===== src/rtl/cpu_pkg.sv =====
// Shared definitions for the fetch stage: the instruction word type, the
// fetch FSM states, the instruction size and the NOP flush value.
//   word_t        : 32-bit machine word
//   fetch_state_t : BOOT / RUN / HALT / FAULT
//   INS_BYTES     : PC increment per sequential fetch
//   NOP           : value loaded into id_ins when IF/ID is flushed
package cpu_pkg;

    typedef logic [31:0] word_t;

    typedef enum logic [1:0] {
        BOOT  = 2'd0,
        RUN   = 2'd1,
        HALT  = 2'd2,
        FAULT = 2'd3
    } fetch_state_t;

    localparam int unsigned INS_BYTES = 4;
    localparam word_t       NOP       = 32'h0000_0000;

    // A target is misaligned when it is not on a word boundary.
    function automatic logic misaligned(input word_t addr);
        return addr[1:0] != 2'b00;
    endfunction

endpackage


===== src/rtl/if_fetch_stage_if.sv =====
// Bus bundle for the instruction-fetch stage.
//   Cache side    : ic_addr (word index), ic_ins (combinational return)
//   Control side  : redir_valid/redir_pc, halt_req
//   Decode side   : id_valid/id_ready handshake carrying id_pc/id_ins
//   Status        : fault, fault_pc, fetch_cnt
// master = fetch stage, slave = surrounding pipeline / cache.
interface if_fetch_stage_if #(
    parameter int ADDR_W = 7
);
    import cpu_pkg::*;

    logic [ADDR_W-1:0] ic_addr;
    word_t             ic_ins;
    logic              redir_valid;
    word_t             redir_pc;
    logic              halt_req;
    logic              id_valid;
    logic              id_ready;
    word_t             id_pc;
    word_t             id_ins;
    logic              fault;
    word_t             fault_pc;
    word_t             fetch_cnt;

    modport master (
        output ic_addr,
        input  ic_ins,
        input  redir_valid,
        input  redir_pc,
        input  halt_req,
        output id_valid,
        input  id_ready,
        output id_pc,
        output id_ins,
        output fault,
        output fault_pc,
        output fetch_cnt
    );

    modport slave (
        input  ic_addr,
        output ic_ins,
        output redir_valid,
        output redir_pc,
        output halt_req,
        input  id_valid,
        output id_ready,
        input  id_pc,
        input  id_ins,
        input  fault,
        input  fault_pc,
        input  fetch_cnt
    );

endinterface


===== src/rtl/pc_next_sel.sv =====
// Combinational next-PC / next-state selector for the fetch stage.
// Priority: redirect > halt > advance > hold.
//   Inputs : current state and pc, redirect request/target, halt level,
//            IF/ID valid and decode ready
//   Outputs: pc_next, state_next, load (capture ic_ins into IF/ID),
//            flush (invalidate IF/ID), set_fault (latch fault_pc),
//            drain (decode consumed IF/ID without a refill)
module pc_next_sel
    import cpu_pkg::*;
(
    input  fetch_state_t state,
    input  word_t        pc,
    input  logic         redir_valid,
    input  word_t        redir_pc,
    input  logic         halt_req,
    input  logic         id_valid,
    input  logic         id_ready,
    output word_t        pc_next,
    output fetch_state_t state_next,
    output logic         load,
    output logic         flush,
    output logic         set_fault,
    output logic         drain
);

    always_comb begin
        pc_next    = pc;
        state_next = state;
        load       = 1'b0;
        flush      = 1'b0;
        set_fault  = 1'b0;
        drain      = id_valid && id_ready;

        if (redir_valid) begin
            // Redirect ignores id_ready: any handoff this cycle still
            // completes, but the register is emptied afterwards.
            flush   = 1'b1;
            pc_next = redir_pc;
            if (misaligned(redir_pc)) begin
                set_fault  = 1'b1;
                state_next = FAULT;
            end else begin
                state_next = RUN;
            end
        end else begin
            case (state)
                BOOT: state_next = RUN;
                RUN: begin
                    if (halt_req) begin
                        state_next = HALT;
                    end else if (!id_valid || id_ready) begin
                        load    = 1'b1;
                        pc_next = pc + word_t'(INS_BYTES);
                    end
                end
                default: ; // HALT and FAULT only leave via redirect
            endcase
        end
    end

endmodule


===== src/rtl/if_fetch_stage.sv =====
// Instruction-fetch stage. Owns the architectural PC, drives the cache
// word index, and captures the returned instruction into the IF/ID
// register under a valid/ready handshake toward decode.
//   clk, rst_n : clock, asynchronous active-low reset
//   bus        : if_fetch_stage_if.master (cache, redirect, halt,
//                decode handshake, fault status, fetch counter)
module if_fetch_stage
    import cpu_pkg::*;
#(
    parameter word_t RESET_PC = 32'h0000_0000,
    parameter int    ADDR_W   = 7
) (
    input logic                clk,
    input logic                rst_n,
    if_fetch_stage_if.master   bus
);

    fetch_state_t state, state_next;
    word_t        pc, pc_next;
    logic         load, flush, set_fault, drain;

    logic         id_valid;
    word_t        id_pc;
    word_t        id_ins;
    word_t        fault_pc;
    word_t        fetch_cnt;
    logic         fault;

    pc_next_sel u_sel (
        .state       (state),
        .pc          (pc),
        .redir_valid (bus.redir_valid),
        .redir_pc    (bus.redir_pc),
        .halt_req    (bus.halt_req),
        .id_valid    (id_valid),
        .id_ready    (bus.id_ready),
        .pc_next     (pc_next),
        .state_next  (state_next),
        .load        (load),
        .flush       (flush),
        .set_fault   (set_fault),
        .drain       (drain)
    );

    // State and PC registers.
    always_ff @(posedge clk or negedge rst_n) begin
        if (!rst_n) begin
            state <= BOOT;
            pc    <= RESET_PC;
        end else begin
            state <= state_next;
            pc    <= pc_next;
        end
    end

    // IF/ID register, fault target and fetch counter.
    always_ff @(posedge clk or negedge rst_n) begin
        if (!rst_n) begin
            id_valid  <= 1'b0;
            id_pc     <= '0;
            id_ins    <= '0;
            fault_pc  <= '0;
            fetch_cnt <= '0;
        end else begin
            if (flush) begin
                id_valid <= 1'b0;
                id_ins   <= NOP;
            end else if (load) begin
                id_valid  <= 1'b1;
                id_pc     <= pc;
                id_ins    <= bus.ic_ins;
                fetch_cnt <= fetch_cnt + 32'd1;
            end else if (drain) begin
                id_valid <= 1'b0;
            end

            if (set_fault) begin
                fault_pc <= bus.redir_pc;
            end
        end
    end

    // Moore output: the fault flag is exactly the FAULT state.
    always_comb begin
        fault = (state == FAULT);
    end

    assign bus.ic_addr   = pc[ADDR_W+1:2];
    assign bus.id_valid  = id_valid;
    assign bus.id_pc     = id_pc;
    assign bus.id_ins    = id_ins;
    assign bus.fault     = fault;
    assign bus.fault_pc  = fault_pc;
    assign bus.fetch_cnt = fetch_cnt;

endmodule


===== src/flat_wrapper.sv =====
// flat-port wrapper written by rule: the top's interface ports become plain ports
module if_fetch_stage_flat import cpu_pkg::*;
#(
    parameter word_t RESET_PC = 32'h0000_0000,
    parameter int    ADDR_W   = 7
)
  (clk, rst_n, bus_ic_addr, bus_ic_ins, bus_redir_valid, bus_redir_pc, bus_halt_req, bus_id_valid, bus_id_ready, bus_id_pc, bus_id_ins, bus_fault, bus_fault_pc, bus_fetch_cnt);
  if_fetch_stage_if #(.ADDR_W(ADDR_W)) bus_i ();
  input logic clk;
  input logic rst_n;
  output wire logic [$bits(bus_i.ic_addr)-1:0] bus_ic_addr;
  input wire logic [$bits(bus_i.ic_ins)-1:0] bus_ic_ins;
  input wire logic [$bits(bus_i.redir_valid)-1:0] bus_redir_valid;
  input wire logic [$bits(bus_i.redir_pc)-1:0] bus_redir_pc;
  input wire logic [$bits(bus_i.halt_req)-1:0] bus_halt_req;
  output wire logic [$bits(bus_i.id_valid)-1:0] bus_id_valid;
  input wire logic [$bits(bus_i.id_ready)-1:0] bus_id_ready;
  output wire logic [$bits(bus_i.id_pc)-1:0] bus_id_pc;
  output wire logic [$bits(bus_i.id_ins)-1:0] bus_id_ins;
  output wire logic [$bits(bus_i.fault)-1:0] bus_fault;
  output wire logic [$bits(bus_i.fault_pc)-1:0] bus_fault_pc;
  output wire logic [$bits(bus_i.fetch_cnt)-1:0] bus_fetch_cnt;
  assign bus_ic_addr = bus_i.ic_addr;
  assign bus_i.ic_ins = bus_ic_ins;
  assign bus_i.redir_valid = bus_redir_valid;
  assign bus_i.redir_pc = bus_redir_pc;
  assign bus_i.halt_req = bus_halt_req;
  assign bus_id_valid = bus_i.id_valid;
  assign bus_i.id_ready = bus_id_ready;
  assign bus_id_pc = bus_i.id_pc;
  assign bus_id_ins = bus_i.id_ins;
  assign bus_fault = bus_i.fault;
  assign bus_fault_pc = bus_i.fault_pc;
  assign bus_fetch_cnt = bus_i.fetch_cnt;
  if_fetch_stage #(.RESET_PC(RESET_PC), .ADDR_W(ADDR_W)) u_core (.clk(clk), .rst_n(rst_n), .bus(bus_i));
endmodule

===== config.mk =====
export PLATFORM = sky130hd
export DESIGN_NAME = if_fetch_stage_flat
export DESIGN_NICKNAME = d
export VERILOG_FILES = /design/src/rtl/cpu_pkg.sv /design/src/rtl/if_fetch_stage_if.sv /design/src/rtl/pc_next_sel.sv /design/src/rtl/if_fetch_stage.sv /design/src/flat_wrapper.sv
export SDC_FILE = /design/constraint.sdc
export NUM_CORES = 1
export LEC_CHECK = 0
export ABC_AREA = 1
export BUFFER_PORTS_ARGS = -buffer_cell sky130_fd_sc_hd__buf_2
export CAP_MARGIN = 25
export CORE_MARGIN = 3
export CORE_UTILIZATION = 30
export CTS_CLUSTER_DIAMETER = 120
export DETAILED_ROUTE_END_ITERATION = 6
export PLACE_DENSITY = 0.56
export SYNTH_ARGS = -nofsm -noshare
export SYNTH_HDL_FRONTEND = slang
export SYNTH_SLANG_ARGS = --single-unit

===== constraint.sdc =====
create_clock -name clk -period 3.1 [get_ports clk]
set_input_delay 0.155 -clock clk [delete_from_list [all_inputs] [get_ports clk]]
set_output_delay 0.155 -clock clk [all_outputs]
set_load 0.01 [all_outputs]

-- Word-level counts from Yosys, hierarchy flattened
Index checks and enable logic that the tools add are counted.
- flip-flop bits (word level): 163
- input bits: 69
- output and inout bits: 137
- logic and storage cells: 47
- add/sub/neg operators: 2
- equality and inequality tests: 4
- multiplexer cells: 20
- bitwise operators: 1
- reduce and logical (&&, ||, !) cells: 13
- operator list (kind ; count):
    2-to-1 mux 32 bit ; 6
    adder 32 x 1 -> 32 bit, second input constant ; 1
    adder 32 x 3 -> 32 bit, second input constant ; 1
    2-to-1 mux 1 bit ; 10
    nonzero test 2 bit ; 4
    2-to-1 mux 2 bit ; 3
    nonzero test 3 bit ; 2
    one-hot mux 2 bit (2 select lines) ; 1
    AND reduction 2 bit ; 2
    != test 3 bit, second input constant ; 1
    AND reduction 3 bit ; 1
    == test 2 x 1 -> 1 bit, second input constant ; 1
    == test 2 bit, second input constant ; 1
    logical NOT 2 bit ; 1
    != test 2 bit, second input constant ; 1
    logical AND 1 bit ; 1
    logical NOT 1 bit ; 1
    logical OR 1 bit ; 1
    inverter 1 bit ; 1

-- Logic depth before layout (Yosys ltp)
- depth after elaboration: 8
- depth in mapped cells: 9
- gate-level depth less buffers: 9

-- Cells and area by module
Synthesis repeated with hierarchy kept, for this count alone.
- cell total of the unflattened synthesis: 892
- area, all modules: 7653.6 um2
- modules (own cells, without submodules) (module ; times used ; cells an instance ; area an instance (um2) ; seq. area each (um2)):
    if_fetch_stage ; 1 ; 594 ; 6267.3 ; 4078.9
    pc_next_sel ; 1 ; 298 ; 1386.3 ; 0.0

-- Least setup slack after synthesis
No wires, ideal clock.
- path kind: reg-to-reg
- start point: reg u_core.fetch_cnt[0], in the netlist u_core.bus.fetch_cnt[0]
- end point: reg u_core.fetch_cnt[14], in the netlist u_core.bus.fetch_cnt[14]
- setup time: 0.126 ns
- arrival time: 1.382 ns
- data required time: 2.974 ns
- setup slack: 1.592 ns
- stages on the path, launching flop included: 7
- path buffers: 0
- period minus slack after synthesis: 1.508 ns
- path through: dfrtp_1 -> ha_1 -> nand3_4 -> nand3b_4 -> nor2_4 -> nand2_1 -> xnor2_1
- longest elaborated chain between the ends: 1
- RTL lines (what ; RTL line ; text):
    start, declared ; if_fetch_stage.sv:26 ; word_t fetch_cnt;
    start signal, assigned ; if_fetch_stage.sv:72 ; fetch_cnt <= fetch_cnt + 32'd1;
    adder 32 x 1 -> 32 bit ; if_fetch_stage.sv:72 ;
No other way between the ends.
A chain may end at the register's enable or synchronous reset.

-- Final worst setup path
- start point: reg u_core.state[1]
- end point: reg u_core.pc[22]
- longest elaborated chain between the ends: 3
- RTL lines (what ; RTL line ; text):
    start, declared ; if_fetch_stage.sv:18 ; fetch_state_t state, state_next;
    start signal, assigned ; if_fetch_stage.sv:51 ; state <= state_next;
    == test 2 x 1 -> 1 bit ; pc_next_sel.sv:46 ; case (state)
    nonzero test 2 bit (no source line) ; n/a ;
    AND reduction 3 bit (no source line) ; n/a ;
    end signal, assigned ; if_fetch_stage.sv:52 ; pc <= pc_next;
    end, declared ; if_fetch_stage.sv:19 ; word_t pc, pc_next;
No other way between the ends.

==> run_results.csv <==
group,metric,value,unit
grt,grt_pass1_vias,7186,
setup_path,start_kind,"flop",
sta,slew_headroom,0.4555,
cts,cts_tree,"yes",
cts,cts_resized,0,
sta,setup_viol,0,
grt,grtUsageTotal,0.1700,
die,start_util,0.3070,
synthesis,synth_warnings,0,
cts,cts-root-buf,"clkbuf_16",
placed_design,dp_slack,1.033,ns
synthesis,syn_inst,931,
sta,rsz0062_at_grt,"false",
final_layout,syn_to_final_growth,32.29,%
cts,cts_buffer_depth,2,
setup_path,cp.arrival,2.33,ns
placed_design,gp_congestion,0.8030,
drt,via_per_inst,4.640,
grt,grt_overflow_total,0,
synthesis,synth-adder-area-share,0.003209,
grt,antenna_found_initial,1,
drt,drt-total-wl,23.18,mm
worst_hold_path,min_path_type,"input pin to flop",
synthesis,synthSimpleGateAreaFrac,0.2914,
cts,clk_pin_slew,0.07,ns
cts,cts_num_sinks,163,
synthesis,synth.largest_area_cell,"dfrtp_1",
outcome,status,"finished, final reports clean",
sta,hold_viol_final,0,
drt,post_drt_wl_per_cell,15.19,um
synthesis,yosysTopAreaCellShare,0.5231,
setup_path,worstPathRequired,3.46,ns
flow_run,max-cap-violations,0,
power,p_leak,5.293,nW
final_layout,fillerInstances,2646,
drt,drc_errors,0,
drt,vias,7080,
setup_path,reg2reg_from,"u_core.state[1]$_DFFE_PN0P_",
synthesis,synth_nets,1002,
placed_design,hpwl,16.00,mm
synthesis,syn_area_per_cell,8.375,sq um
sta,clock_skew,0.01157,ns
drt,ant_nets,0,
die,dieArea,27960,sq um
sta,tightestPinTransition,0.8155,ns
final_layout,fin_nets,1253,
final_layout,final_cell_mix,"nand2_1, buf_2, dfrtp_1",
synthesis,ys_ff_latch,163,
synthesis,synthMuxAreaShare,0,
sta,setup_ws,1.136,ns
sta,fmax,509.3,MHz
cts,worstSkewPairLatency,0.43,ns
setup_path,path_max_fanout,34,
power,power_density,566.9,nW/um^2
drt,drt_iter0_drc,462,
sta,maxSlewViolCount,0,
sta,tns,0,ns
worst_hold_path,min_from,"bus_redir_pc[0]",
synthesis,synth-seq-area-share,0.5231,
power,finalPower,5.847,mW
sta,finalCritPeriodShare,0.6334,
placed_design,io_buffers,205,
grt,grt_pass1_wl,38.54,mm
setup_path,crit_type,"flop to flop",
drt,detail_route.first_pass.iterations,5,
die,coreArea,25400,sq um
synthesis,synth_compound_area_frac,0.08954,
synthesis,synthesis.area,7797,sq um
cts,htreeDepth,4,
final_layout,drive_gt1_frac,0.2276,
final_layout,final_common_cell,"nand2_1",
cts,cts_buffers,17,
setup_path,startpoint,"u_core.state[1]$_DFFE_PN0P_",
synthesis,synth.distinct_cells,34,
power,ir_worst_vdd,0.2517,mV
grt,grt_max_degree,95,
sta,period_needed,1.964,ns
die,rows,58,
die,die_h,167.2,um
setup_path,end_kind,"flop",
synthesis,synth_area_leaders,"dfrtp_1, nand2_1, nor2_1, inv_1, o21ai_0",
synthesis,synth_xor_area_frac,0.02583,
synthesis,synth_top_family_by_area,"simple AND/OR/NAND/NOR gates",
die,ioPinCount,206,
die,die_w,167.2,um
-- sequential cells by signal (all words and copies together) (netlist names) --
name                  flops
u_core.state              2
u_core.bus.fetch_cnt     32
u_core.pc                32
u_core.bus.id_valid       1
u_core.bus.fault_pc      32
u_core.bus.id_ins        32
u_core.bus.id_pc         32
-- synthesized netlist by cell type (all sizes together) --
cell	n
nand2	315
dfrtp	163
nor2	96
inv	84
o21ai	64
nand3	46
a22o	32
buf	25
nand4	24
xor2	18
nand3b	16
clkbuf	13
nor3	12
a21oi	6
xnor2	5
o211ai	3
o221ai	3
o22ai	3
ha	2
and2	1
-- worst paths after layout --
path,endpoint,slack [ns],depth (start not counted)
setup / recovery,u_core.pc[22]$_DFFE_PN0P_,1.14,6
hold / removal,u_core.bus.fault_pc[0]$_DFFE_PN0P_,0.03,3
setup reg to reg,u_core.pc[22]$_DFFE_PN0P_,1.14,6
hold reg to reg,u_core.bus.fault_pc[25]$_DFFE_PN0P_,0.47,2
max in group asynchronous,u_core.bus.fault_pc[29]$_DFFE_PN0P_,1.87,3
min in group asynchronous,u_core.bus.fetch_cnt[17]$_DFFE_PN0P_,0.35,2
-- where the power goes --
group	leakage [nW]	switching, mW	total, mW	internal (mW)
clock	0.285	0.967	2.18	1.21
sequential	2.10	0.225	2.62	2.40
combinational	2.91	0.624	1.05	0.426
total	5.29	1.82	5.85	4.03
-- cell type report --
type | count | area (sq um) | area share
multi-input combinational | 646 | 3204 | 0.3106
antenna | 1 | 2.502 | 0.0002426
inverter | 84 | 315.3 | 0.03057
clock inverter | 15 | 172.7 | 0.01674
timing repair buffer | 270 | 1703 | 0.1651
tap | 330 | 412.9 | 0.04003
clock buffer | 17 | 425.4 | 0.04124
sequential | 163 | 4079 | 0.3954
-- layer usage --
metal | vias to the layer above | global-route usage | share of wire
li1 | 3498 | - | -
met1 | 3361 | 0.2445 | 0.49
met2 | 190 | 0.2576 | 0.44
met3 | 31 | 0.03470 | 0.051
met4 | 0 | 0.05585 | 0.022
met5 | - | 0 | 0
-- worst max-delay path: stages (launching register included) --
cell and delay (ns):
dfrtp_1 0.40, nor2_2 0.18, nand3_4 0.32, inv_2 0.50, buf_12 0.28, nand4_1 0.11, nand3_1 0.10
-- repair_timing --
action,4_1_cts,5_1_grt
hold buffers,58,0
hold endpoints to repair,146,0
setup buffers,0,0
-- per-stage QoR --
stage / hold WS (ns) / utilization / cell area [sq um] / instances
2_1_floorplan: -0.1406 / - / 7797 / 931
3_3_place_gp: 0.2707 / 0.3596 / 9134 / 1435
3_5_place_dp: 0.2768 / 0.3596 / 9134 / 1435
4_1_cts: 0.01457 / 0.4060 / 10310 / 1525
5_1_grt: 0.03809 / 0.4061 / 10310 / 1526
6_report: 0.03077 / 0.4061 / 10310 / 1526
-- cell families after synthesis --
kind of cell	Yosys count
AO/OA/AOI/OAI	111
adder cells (fa/ha/maj)	2
flip-flops	163
XOR/XNOR	23
buffers and inverters	122
AND/OR/NAND/NOR	510
Note: power is estimated with default switching activity, not from simulation.
